==> config.mk <==
export PLATFORM = sky130hd
export DESIGN_NAME = sd_adc_flat
export DESIGN_NICKNAME = d
export VERILOG_FILES = /design/src/rtl/sd_adc_pkg.sv /design/src/rtl/sd_adc_if.sv /design/src/rtl/sd_adc_decim.sv /design/src/rtl/sd_adc.sv /design/src/flat_wrapper.sv
export SDC_FILE = /design/constraint.sdc
export NUM_CORES = 1
export LEC_CHECK = 0
export BUFFER_PORTS_ARGS = -buffer_cell sky130_fd_sc_hd__buf_2
export CAP_MARGIN = 5
export CORE_MARGIN = 4
export CORE_UTILIZATION = 50
export DETAILED_ROUTE_END_ITERATION = 8
export HOLD_SLACK_MARGIN = 0.03
export PLACE_DENSITY = 0.69
export SKIP_CTS_REPAIR_TIMING = 1
export SYNTH_ARGS = -nofsm -noshare
export SYNTH_HDL_FRONTEND = slang
export SYNTH_SLANG_ARGS = --single-unit
==> constraint.sdc <==
create_clock -name clk_i -period 5.2 [get_ports clk_i]
set_clock_uncertainty 0.05 [all_clocks]
set_input_delay 1.04 -clock clk_i [delete_from_list [all_inputs] [get_ports clk_i]]
set_output_delay 1.04 -clock clk_i [all_outputs]
set_load 0.02 [all_outputs]
==> src/rtl/sd_adc_pkg.sv <==
// Shared audio-path definitions for the delta-sigma ADC front end.
// Holds the sample width, the excess-128 mid-scale code, the default decimation
// window and the sample type that the capture and playback sides agree on.
package sd_adc_pkg;

  // MSB index of an audio sample; the audio path is fixed at 8 bits.
  localparam int unsigned MSBI = 7;

  // Excess-128 zero: the code for 50% ones density.
  localparam logic [MSBI:0] MIDSCALE = 8'h80;

  // Default window length is 2**DECIM_LOG2_DEF modulator clocks.
  localparam int unsigned DECIM_LOG2_DEF = 10;

  // Legal window exponents.
  localparam int unsigned DECIM_LOG2_MIN = 8;
  localparam int unsigned DECIM_LOG2_MAX = 16;

  typedef logic [MSBI:0] sample_t;

endpackage

==> src/rtl/sd_adc_if.sv <==
// Sample handshake between the delta-sigma ADC and the audio path.
//   sample_o  : decimated sample, excess-128 (producer -> consumer)
//   valid_o   : sample_o holds an unconsumed sample (producer -> consumer)
//   ready_i   : consumer takes the sample when valid_o && ready_i
//   overrun_o : sticky flag, an unconsumed sample was overwritten
//   clr_ovr_i : consumer request to clear overrun_o
// Signal names keep the producer's point of view so they read the same on both
// sides of the link.
interface sd_adc_if;
  import sd_adc_pkg::*;

  sample_t sample_o;
  logic    valid_o;
  logic    ready_i;
  logic    overrun_o;
  logic    clr_ovr_i;

  // ADC side.
  modport master (
    output sample_o,
    output valid_o,
    output overrun_o,
    input  ready_i,
    input  clr_ovr_i
  );

  // Audio-path side.
  modport slave (
    input  sample_o,
    input  valid_o,
    input  overrun_o,
    output ready_i,
    output clr_ovr_i
  );

endinterface

==> src/rtl/sd_adc_decim.sv <==
// Boxcar decimator for the delta-sigma ADC.
// Counts ones of the resynchronised modulator bit over 2**DECIM_LOG2 cycles,
// saturates the count so a full window of ones maps to all-ones, and keeps the
// top MSBI+1 bits as the sample. The first window after reset is discarded
// while the analogue loop settles.
// Ports:
//   clk_i      : modulator / system clock
//   rst_i      : synchronous active-high reset
//   bit_i      : modulator bit (the feedback bit) for the current cycle
//   win_done_o : one-cycle strobe, sample_o holds a fresh window result
//   sample_o   : last window result (excess 2**MSBI)
module sd_adc_decim
  import sd_adc_pkg::*;
#(
  parameter int unsigned DECIM_LOG2 = DECIM_LOG2_DEF
) (
  input  logic    clk_i,
  input  logic    rst_i,
  input  logic    bit_i,
  output logic    win_done_o,
  output sample_t sample_o
);

  logic [DECIM_LOG2-1:0] wc_q, wc_d;
  // One extra bit so a full window of ones (2**DECIM_LOG2) is representable.
  logic [DECIM_LOG2:0]   acc_q, acc_d;
  logic                  warm_q, warm_d;
  logic                  done_q, done_d;
  sample_t               res_q, res_d;

  logic [DECIM_LOG2:0]   cnt;
  logic [DECIM_LOG2-1:0] sat;
  logic                  eow;

  always_comb begin
    // Final count includes this cycle's bit so the window sees exactly
    // 2**DECIM_LOG2 bits and the restart at zero loses nothing.
    cnt    = acc_q + {{DECIM_LOG2{1'b0}}, bit_i};
    eow    = &wc_q;
    sat    = cnt[DECIM_LOG2] ? '1 : cnt[DECIM_LOG2-1:0];

    wc_d   = wc_q + DECIM_LOG2'(1);
    acc_d  = eow ? '0 : cnt;
    warm_d = eow ? 1'b0 : warm_q;
    done_d = eow & ~warm_q;
    res_d  = (eow & ~warm_q) ? sat[DECIM_LOG2-1 -: MSBI+1] : res_q;
  end

  always_ff @(posedge clk_i) begin
    if (rst_i) begin
      wc_q   <= '0;
      acc_q  <= '0;
      warm_q <= 1'b1;
      done_q <= 1'b0;
      res_q  <= MIDSCALE;
    end else begin
      wc_q   <= wc_d;
      acc_q  <= acc_d;
      warm_q <= warm_d;
      done_q <= done_d;
      res_q  <= res_d;
    end
  end

  assign win_done_o = done_q;
  assign sample_o   = res_q;

endmodule

==> src/rtl/sd_adc.sv <==
// First-order delta-sigma ADC front end.
// An external comparator (input vs RC-integrated feedback) drives cmp_i. The
// bit is resynchronised through two flops; the second flop is the feedback bit
// returned on fb_o and also the modulator bit fed to the decimator. Decimated
// samples are offered to the audio path over a valid/ready handshake with a
// sticky overrun flag.
// Ports:
//   clk_i : system and modulator clock
//   rst_i : synchronous active-high reset
//   cmp_i : asynchronous comparator output, 1 = input above feedback
//   fb_o  : registered feedback bit to the RC integrator
//   aud   : sample handshake (sample_o, valid_o, ready_i, overrun_o, clr_ovr_i)
module sd_adc
  import sd_adc_pkg::*;
#(
  parameter int unsigned DECIM_LOG2 = DECIM_LOG2_DEF
) (
  input  logic     clk_i,
  input  logic     rst_i,
  input  logic     cmp_i,
  output logic     fb_o,
  sd_adc_if.master aud
);

  if (DECIM_LOG2 < DECIM_LOG2_MIN || DECIM_LOG2 > DECIM_LOG2_MAX) begin : g_bad_decim
    $error("sd_adc: DECIM_LOG2 must be in 8..16");
  end

  logic    s1_q, s1_d;
  logic    s2_q, s2_d;
  sample_t sample_q, sample_d;
  logic    valid_q, valid_d;
  logic    ovr_q, ovr_d;

  logic    win_done;
  sample_t win_sample;
  logic    ovr_set;

  sd_adc_decim #(
    .DECIM_LOG2 (DECIM_LOG2)
  ) u_decim (
    .clk_i      (clk_i),
    .rst_i      (rst_i),
    .bit_i      (s2_q),
    .win_done_o (win_done),
    .sample_o   (win_sample)
  );

  always_comb begin
    s1_d     = cmp_i;
    s2_d     = s1_q;

    sample_d = win_done ? win_sample : sample_q;

    // A publish keeps valid high whether or not the old sample is taken this
    // cycle; otherwise a consume drops it.
    valid_d  = win_done | (valid_q & ~aud.ready_i);

    // Overrun only when the old sample is still unconsumed as the new one lands.
    ovr_set  = win_done & valid_q & ~aud.ready_i;
    ovr_d    = ovr_set | (ovr_q & ~aud.clr_ovr_i);
  end

  always_ff @(posedge clk_i) begin
    if (rst_i) begin
      s1_q     <= 1'b0;
      s2_q     <= 1'b0;
      sample_q <= MIDSCALE;
      valid_q  <= 1'b0;
      ovr_q    <= 1'b0;
    end else begin
      s1_q     <= s1_d;
      s2_q     <= s2_d;
      sample_q <= sample_d;
      valid_q  <= valid_d;
      ovr_q    <= ovr_d;
    end
  end

  assign fb_o          = s2_q;
  assign aud.sample_o  = sample_q;
  assign aud.valid_o   = valid_q;
  assign aud.overrun_o = ovr_q;

endmodule

==> src/flat_wrapper.sv <==
// flat-port wrapper written by rule: the top's interface ports become plain ports
module sd_adc_flat import sd_adc_pkg::*;
#(
  parameter int unsigned DECIM_LOG2 = DECIM_LOG2_DEF
)
  (clk_i, rst_i, cmp_i, fb_o, aud_sample_o, aud_valid_o, aud_overrun_o, aud_ready_i, aud_clr_ovr_i);
  sd_adc_if aud_i ();
  input  logic clk_i;
  input  logic rst_i;
  input  logic cmp_i;
  output logic fb_o;
  output wire logic [$bits(aud_i.sample_o)-1:0] aud_sample_o;
  output wire logic [$bits(aud_i.valid_o)-1:0] aud_valid_o;
  output wire logic [$bits(aud_i.overrun_o)-1:0] aud_overrun_o;
  input wire logic [$bits(aud_i.ready_i)-1:0] aud_ready_i;
  input wire logic [$bits(aud_i.clr_ovr_i)-1:0] aud_clr_ovr_i;
  assign aud_sample_o = aud_i.sample_o;
  assign aud_valid_o = aud_i.valid_o;
  assign aud_overrun_o = aud_i.overrun_o;
  assign aud_i.ready_i = aud_ready_i;
  assign aud_i.clr_ovr_i = aud_clr_ovr_i;
  sd_adc #(.DECIM_LOG2(DECIM_LOG2)) u_core (.clk_i(clk_i), .rst_i(rst_i), .cmp_i(cmp_i), .fb_o(fb_o), .aud(aud_i));
endmodule
==> flow_summary.json, run 1 <==
{
  "tightestPinTransition_ns": 0.561,
  "fin_nets": 196,
  "dp_slack_ns": 3.09,
  "clock_sinks": 43,
  "remaining_drc_errors": 0,
  "netlist_instances": 172,
  "synth_seq_cells": 43,
  "power_leakage_uw": 0.000661,
  "swShare_pct": 20.7,
  "synth_nets": 180,
  "hold_violations": 0,
  "crit_start": "u_core.u_decim.wc_q[0]$_SDFF_PP0_",
  "ys_dominant_reg_cell": "dfxtp_1",
  "fmax_mhz": 491,
  "grt_pass1_wl_um": 5180,
  "grt_antenna_before_repair": 0,
  "clockRootBuffer": "clkbuf_4",
  "clk_pin_slew_worst_paths_ns": 0.11,
  "syn_to_final_growth_pct": 10.6,
  "die-area_mm2": 0.00431,
  "synth-seq-area-share_pct": 51.8,
  "power.share.clock_pct": 33.9,
  "rows": 20,
  "min_path_type": "reg -> reg",
  "yosys.area.top_type": "dfxtp_1",
  "via_per_inst": 5.04,
  "grt_max_degree": 35,
  "syn-cell-area_mm2": 0.00166,
  "drt.antenna.violating_nets": 0,
  "design.core.area_mm2": 0.00310,
  "fin_crit_ns": 2.04,
  "slew_headroom_pct": 62.6,
  "final_cell_mix": "43 x dfxtp_1, 40 x nor2_1, 15 x buf_2",
  "drive_gt1_share_pct": 15.9,
  "start_kind": "register",
  "diodes": 0,
  "power_frac_comb_pct": 2.4,
  "synth_area_leaders": "dfxtp_1 52%, nor2_1 9.0%, mux2i_1 4.2%",
  "fin_crit_sh_pct": 39.2,
  "max_cap_violations": 0,
  "timing.rr.start": "u_core.u_decim.wc_q[0]$_SDFF_PP0_",
  "grt_overflow": 0,
  "tritoncts": "done",
  "via_count": 1175,
  "final_common_cell": "dfxtp_1",
  "grt.total_usage_pct": 15.5,
  "fin_tns_setup_ns": 0,
  "drtIter0Drc": 95,
  "dp_hpwl_um": 1950,
  "hp-start": "u_core.s1_q$_SDFF_PP0_",
  "critical_path_required_ns": 5.37,
  "async_flop_share_pct": 0,
  "die_w_um": 65.6,
  "rsz0062_at_grt": "false",
  "p_switching_uw": 109,
  "worst_hold_slack_ns": 0.412,
  "die_y_um": 65.6,
  "insertion_delay_ns": 0.34,
  "grt_pass1_vias": 1162,
  "setup_violations": 0,
  "report.final.slew_viol_count": 0,
  "syn_area_per_cell_um2": 9.65,
  "setup_ws_ns": 3.16,
  "ios": 16,
  "cts_made_buffers": 5,
  "status": "finished clean",
  "p_seq_share_pct": 63.7,
  "cp.arrival_ns": 2.20,
  "yosys_warnings": 0,
  "yosys.area.top_type_share_pct": 51.8,
  "wl_per_cell_um": 11.6,
  "synth-edff-count": 0,
  "wl_um": 2710,
  "internal_power_uw": 417,
  "vdd_drop_max_mv": 0.138,
  "place_congestion": 0.765,
  "start_util_pct": 53.5,
  "cp_max_fo": 10,
  "h-tree-depth": 2,
  "portBuffers": 15,
  "cts.path.max_buffers": 2,
  "dr.pass1.iters": 6,
  "ys_types": 32,
  "power_density_mw_per_mm2": 286,
  "end_kind": "register",
  "path_class": "reg -> reg"
}
## worst paths after layout
check / end / slack [ns] / cells past startpoint
hold / removal: u_core.fb_o$_SDFF_PP0_ / 0.41 / 1
setup / recovery: u_core.u_decim.sample_o[1]$_SDFFE_PP0P_ / 3.16 / 5
setup reg to reg: u_core.u_decim.sample_o[1]$_SDFFE_PP0P_ / 3.16 / 5
hold reg to reg: u_core.fb_o$_SDFF_PP0_ / 0.41 / 1
## per-stage QoR
stage	instance area [µm²]	total power (µW)	cells	util (%)
global route	1840	553	233	59.2
CTS	1840	533	233	59.2
floorplan	1660	352	172	-
global placement	1770	354	225	57.0
finish	1840	526	233	59.2
detailed placement	1770	355	225	57.0
## final cells by class
| class | count | area (µm²) |
|---|---|---|
| Multi-Input combinational cell | 118 | 758 |
| Timing Repair Buffer | 15 | 75.1 |
| Sequential cell | 43 | 861 |
| Fill cell | 296 | 1270 |
| Tap cell | 44 | 55.1 |
| Inverter | 5 | 18.8 |
| Clock buffer | 8 | 68.8 |
## registers in the layout (all words and copies together) (netlist names)
| name | count |
|---|---|
| u_core.aud.overrun_o | 1 |
| u_core.aud.sample_o | 8 |
| u_core.aud.valid_o | 1 |
| u_core.fb_o | 1 |
| u_core.s1_q | 1 |
| u_core.u_decim.acc_q | 11 |
| u_core.u_decim.sample_o | 8 |
| u_core.u_decim.warm_q | 1 |
| u_core.u_decim.wc_q | 10 |
| u_core.u_decim.win_done_o | 1 |
## critical path, cell delays in order (launching register included)
cell	delay (ns)
dfxtp_1	0.39
ha_1	0.24
nand3_4	0.13
nor4_4	0.54
nor3b_4	0.43
a211oi_1	0.13
## power by group through the flow
stage	Clock, µW	Combinational [µW]	Sequential, µW
finish	178	12.4	335
floorplan	0	9.45	342
CTS	185	12.6	335
global route	203	14.3	336
global placement	0	12.1	342
detailed placement	0	12.5	343
## cell families (layout without fill, tap and decap cells)
kind of cell / after synthesis / after routing / share of synthesized area [%]
AND/OR/NAND/NOR: 79 / 79 / 25.2
buffers and inverters: 11 / 28 / 2.49
XOR/XNOR: 14 / 14 / 7.39
flip-flops: 43 / 43 / 51.8
AO/OA/AOI/OAI: 15 / 15 / 6.56
adder cells (fa/ha/maj): 3 / 3 / 2.26
multiplexers: 7 / 7 / 4.22
## per-layer routing
| metal | wire length (µm) | vias up | part of all wire (%) | GRT usage, % |
|---|---|---|---|---|
| li1 | - | 609 | - | - |
| met1 | 1330 | 543 | 49 | 19.3 |
| met2 | 1220 | 16 | 45 | 24.2 |
| met3 | 106 | 7 | 3.9 | 5.64 |
| met4 | 51 | 0 | 1.9 | 6.22 |
| met5 | 0 | - | 0 | 0 |
## synthesized netlist by cell type, types with 5 or more instances
master,number
a211oi_1,7
clkbuf_1,6
dfxtp_1,43
inv_1,5
mux2i_1,7
nand2_1,6
nand3_1,5
nor2_1,40
nor2b_1,6
nor3_1,7
xnor2_1,7
xor2_1,7
Power figures use the tool's default switching activity.
==> inputs of run 2 (changes only) <==
- ABC_AREA: not set -> 1
- PLACE_DENSITY: 0.69 -> 0.72
- clock period: 5.2 -> 1.85 ns (I/O delays scaled with it)
==> run 2 against run 1 <==
Register-to-register slack got worse by 3.0 ns. Synthesized cell count grew 33%. Utilization is 2.1 points lower. Worst hold slack got worse by 0.25 ns. Global-route usage about the same. Sequential cell count is the same. Critical endpoint is now u_core.u_decim.sample_o[7]$_SDFFE_PP1P_. Largest cell class unchanged.
==> flow_summary.json, run 2 <==
{
  "status": "finished clean",
  "synth_nets": 236,
  "max_flop_register": "u_core.u_decim.acc_q",
  "yosys.area.top_type": "dfxtp_1",
  "rows": 21,
  "cts.path.max_buffers": 2,
  "final-seq-area_um2": 861,
  "die_y_um": 67.5,
  "end_kind": "register",
  "fin_nets": 255,
  "wl_um": 3030,
  "fin_tns_setup_ns": 0,
  "grt_pass1_wl_um": 5250,
  "critical_path_required_ns": 2.04,
  "synth-seq-area-share_pct": 48.6,
  "start_kind": "register",
  "tightestPinTransition_ns": 0.439,
  "place_congestion": 0.817,
  "grt_antenna_before_repair": 0,
  "grt_overflow": 0,
  "ios": 16,
  "report.final.slew_viol_count": 0,
  "via_per_inst": 4.76,
  "yosys_warnings": 0,
  "min_path_type": "in -> reg",
  "dp.cells": 286,
  "setup_violations": 0,
  "rsz0062_at_grt": "false",
  "fin_crit_ns": 1.66,
  "synth_area_leaders": "dfxtp_1 49%, nand2_1 9.1%, nor2_1 8.5%",
  "hold_violations": 0,
  "clock_sinks": 43,
  "tritoncts": "done",
  "multi_input_area_um2": 777,
  "final_cell_area_mm2": 0.00194,
  "remaining_drc_errors": 0,
  "dp_hpwl_um": 2250,
  "syn_area_per_cell_um2": 7.77,
  "largest_register_ffs": 11,
  "max_cap_violations": 0,
  "drive_gt1_share_pct": 14.2,
  "cp.arrival_ns": 1.85,
  "diodes": 0,
  "syn-cell-area_mm2": 0.00177,
  "start_util_pct": 52.2,
  "clockRootBuffer": "clkbuf_4",
  "final_cell_mix": "43 x nand2_1, 43 x dfxtp_1, 40 x nor2_1, 29 x inv_1, 15 x buf_2",
  "fillers": 329,
  "netlist_instances": 228,
  "via_count": 1391,
  "synth_commonest_cells": "43 x dfxtp_1, 43 x nand2_1, 40 x nor2_1, 29 x inv_1, 13 x o21ai_0",
  "syn_to_final_growth_pct": 9.33,
  "fmax_mhz": 602,
  "wl_per_cell_um": 10.4,
  "reg_top3": "u_core.u_decim.acc_q x11, u_core.u_decim.wc_q x10",
  "drtIter0Drc": 73,
  "portBuffers": 15,
  "synth-edff-count": 0,
  "total_power_uw": 1400,
  "cts_made_buffers": 5,
  "insertion_delay_ns": 0.35,
  "ys_dominant_reg_cell": "dfxtp_1",
  "cp_max_fo": 9,
  "die-area_mm2": 0.00456,
  "grt.total_usage_pct": 15.5,
  "die_w_um": 67.5,
  "drt.antenna.violating_nets": 0,
  "async_flop_share_pct": 0,
  "grt_pass1_vias": 1257,
  "design.core.area_mm2": 0.00339,
  "h-tree-depth": 2,
  "ys_types": 27,
  "grt_max_degree": 19,
  "synth_seq_cells": 43,
  "placed_area_mm2": 0.00189,
  "worst_hold_slack_ns": 0.164,
  "clk_pin_slew_worst_paths_ns": 0.11,
  "power_density_mw_per_mm2": 721,
  "fin_crit_sh_pct": 89.8,
  "power_leakage_uw": 0.000922,
  "dr.pass1.iters": 4,
  "vdd_drop_max_mv": 0.456,
  "yosys.area.top_type_share_pct": 48.6,
  "path_class": "reg -> reg",
  "fin_cells": 292,
  "slew_headroom_pct": 70.7
}
==> run 2: cell types whose count changed in the layout (fill, tap and decap cells not counted), sizes merged, moves of 7 or more <==
cell	change
inv	+24
mux2i	-7
nand3	+7
nand2	+41
a21oi	+9
o21ai	+12
==> run 2: layer usage <==
layer	global-route usage, %	wire length [µm]	up-vias
met2	24.9	1350	21
met3	5.49	138	7
li1	-	-	747
met5	0	0	-
met4	7.34	55	0
met1	18.3	1480	616
==> run 2: cell families after synthesis <==
group / count (synthesis) / share of synthesized area, %
adders and majority gates: 3 / 2.12
buffers and inverters: 34 / 7.49
AOI/OAI and AO/OA: 28 / 8.27
and+or+nand+nor: 115 / 31.0
xor gates and xnor gates: 5 / 2.47
DFF: 43 / 48.6
==> run 2: path summary, 6_finish.rpt <==
path | start | endpoint | slack [ns] | cells after the start
setup reg to reg | u_core.fb_o$_SDFF_PP0_ | u_core.u_decim.sample_o[7]$_SDFFE_PP1P_ | 0.19 | 9
setup / recovery | u_core.fb_o$_SDFF_PP0_ | u_core.u_decim.sample_o[7]$_SDFFE_PP1P_ | 0.19 | 9
hold / removal | cmp_i | u_core.s1_q$_SDFF_PP0_ | 0.16 | 3
hold reg to reg | u_core.s1_q$_SDFF_PP0_ | u_core.fb_o$_SDFF_PP0_ | 0.36 | 2
==> run 2: stage by stage <==
stage | worst slack (ns) | utilization [%]
floorplan | 0.229 | -
global placement | 0.230 | 55.8
detailed placement | 0.191 | 55.8
CTS | 0.168 | 57.1
global route | 0.00963 | 57.1
finish | 0.188 | 57.1
==> run 2: power by group <==
| part | switching, µW | internal [µW] |
|---|---|---|
| registers | 6.00 | 935 |
| clock network | 280 | 134 |
| logic | 26.8 | 13.9 |
==> run 2: cell type report <==
| cell class | count | share of cell area [%] |
|---|---|---|
| clock buffer | 5 | 1.94 |
| tap | 46 | 2.97 |
| clock inverter | 1 | 0.388 |
| multi-input combinational | 151 | 40.1 |
| sequential | 43 | 44.5 |
| inverter | 30 | 5.82 |
| timing repair buffer | 16 | 4.27 |
==> run 2: worst max-delay path, stage by stage, from the launching register on <==
cell and delay [ns]:
dfxtp_1 0.35, ha_1 0.17, ha_1 0.21, nand3_2 0.13
nor2_2 0.16, nand3_1 0.10, nand2_2 0.16, nand2_1 0.08
nand2_1 0.08, nand3_1 0.07
==> inputs of run 3 (changes only) <==
- PLACE_DENSITY: 0.72 -> 0.69
- clock period: 1.85 -> 1.6 ns (I/O delays scaled with it)
==> run 3 against run 2 <==
Utilization up 3.9 points. Global-route usage increased by 0.21 points. Clock-buffer cell count up 1. Non-clock buffer count grew 5. Setup slack worse by 0.080 ns. Highest routed layer unchanged.
==> flow_summary.json, run 3 (same netlist as run 2, synthesis figures left out) <==
{
  "status": "finished clean",
  "diodes": 0,
  "clockRootBuffer": "clkbuf_4",
  "total_power_uw": 1670,
  "grt_overflow": 0,
  "fmax_mhz": 670,
  "crit_chain": "ha_4 > ha_4 > nand3_4 > nor2_4 > nand2_1 > nand2_2 > nand2_2 > nand3_1 > nand2_1 > inv_1",
  "final_cell_mix": "42 x nand2_1, 41 x dfxtp_1, 40 x nor2_1, 29 x inv_1, 15 x buf_2",
  "end_kind": "register",
  "drtIter0Drc": 65,
  "drt.antenna.violating_nets": 0,
  "hold_depth": 3,
  "clock_sinks": 43,
  "power_leakage_uw": 0.000961,
  "max_flop_register": "u_core.u_decim.acc_q",
  "setup_violations": 0,
  "critical_path_required_ns": 1.85,
  "final_common_cell": "nand2_1",
  "min_path_type": "in -> reg",
  "grt_max_degree": 15,
  "via_per_inst": 4.69,
  "wl_um": 3290,
  "start_kind": "register",
  "die-area_mm2": 0.00456,
  "grt.total_usage_pct": 15.7,
  "grt_antenna_before_repair": 0,
  "wl_per_cell_um": 11.0,
  "die_w_um": 67.5,
  "cp_max_fo": 4,
  "start_util_pct": 52.2,
  "fin_crit_sh_pct": 93.2,
  "max_cap_violations": 0,
  "fillers": 296,
  "report.final.slew_viol_count": 0,
  "clk_pin_slew_worst_paths_ns": 0.12,
  "max_stage_delay_ns": 0.37,
  "dr.pass1.iters": 4,
  "syn_to_final_growth_pct": 16.9,
  "cts.path.max_buffers": 2,
  "grt_pass1_wl_um": 5220,
  "rr_worst_depth": 10,
  "design.core.area_mm2": 0.00339,
  "cp.arrival_ns": 1.75,
  "drive_gt1_share_pct": 18.9,
  "fin_crit_ns": 1.49,
  "h-tree-depth": 2,
  "fin_cells": 300,
  "largest_register_ffs": 11,
  "place_congestion": 0.826,
  "cts_made_buffers": 5,
  "fin_nets": 261,
  "reg_top3": "u_core.u_decim.acc_q x11, u_core.u_decim.wc_q x10",
  "dp.cells": 290,
  "crit_path_top_delay_cell": "dfxtp_2",
  "portBuffers": 15,
  "slew_headroom_pct": 81.1,
  "power_density_mw_per_mm2": 806,
  "via_count": 1408,
  "path_class": "reg -> reg",
  "vdd_drop_max_mv": 0.738,
  "grt_pass1_vias": 1186,
  "ios": 16,
  "hold_violations": 0,
  "remaining_drc_errors": 0,
  "tightestPinTransition_ns": 0.282,
  "dp_hpwl_um": 2200,
  "tritoncts": "done",
  "die_y_um": 67.5,
  "rows": 21,
  "insertion_delay_ns": 0.36
}
==> run 3: changes by cell type in the layout (fill, tap and decap cells not counted), moves of 2 or more <==
cell     before  now
ha_4          0    2
dfxtp_1      43   41
ha_1          3    1
buf_4         1    5
nand3_4       1    3
dfxtp_2       0    2
==> run 3: layout make-up <==
class / count / area [µm²] / area share (%)
Sequential cell: 43 / 863 / 41.7
Clock inverter: 2 / 12.5 / 0.605
Clock buffer: 6 / 41.3 / 2.00
Tap cell: 46 / 57.6 / 2.78
Inverter: 30 / 113 / 5.44
Multi-Input combinational cell: 152 / 850 / 41.1
Timing Repair Buffer: 21 / 133 / 6.41
==> run 3: per-layer routing <==
layer / track usage, % / vias up / share of wire [%]
met1: 21.9 / 615 / 52
met2: 21.3 / 22 / 42
li1: - / 766 / -
met3: 5.49 / 5 / 4.1
met5: 0 / - / 0
met4: 7.59 / 0 / 1.7
==> run 3: metrics by stage <==
step / TNS, ns / util, % / hold slack, ns / cell area, µm² / worst slack, ns
floorplan: 0 / - / 0.331 / 1770 / 0.0574
global placement: 0 / 57.1 / 0.340 / 1930 / 0.0631
detailed placement: 0 / 57.1 / 0.351 / 1930 / 0.0224
CTS: 0 / 58.7 / 0.0941 / 1990 / 0.00547
global route: -0.00412 / 61.1 / 0.103 / 2070 / -0.00412
finish: 0 / 61.1 / 0.115 / 2070 / 0.108
==> run 3: critical path, delay by kind of cell (launching register included) <==
kind                     cells  cell delay, ns
AND/OR/NAND/NOR              7            0.68
buffers and inverters        1            0.04
adder cells (fa/ha/maj)      2            0.31
flip-flops                   1            0.37
==> run 3: power breakdown <==
group	leakage [µW]	switching (µW)	internal, µW
clock network	0.0000282	349	170
registers	0.000348	8.22	1080
logic	0.000584	34.0	25.5
total	0.000961	391	1280
==> run 3: final timing paths <==
check	start	endpoint	slack (ns)
max	u_core.fb_o$_SDFF_PP0_	u_core.u_decim.sample_o[4]$_SDFFE_PP0P_	0.11
min	cmp_i	u_core.s1_q$_SDFF_PP0_	0.12
max reg2reg	u_core.fb_o$_SDFF_PP0_	u_core.u_decim.sample_o[4]$_SDFFE_PP0P_	0.11
min reg2reg	u_core.s1_q$_SDFF_PP0_	u_core.fb_o$_SDFF_PP0_	0.37
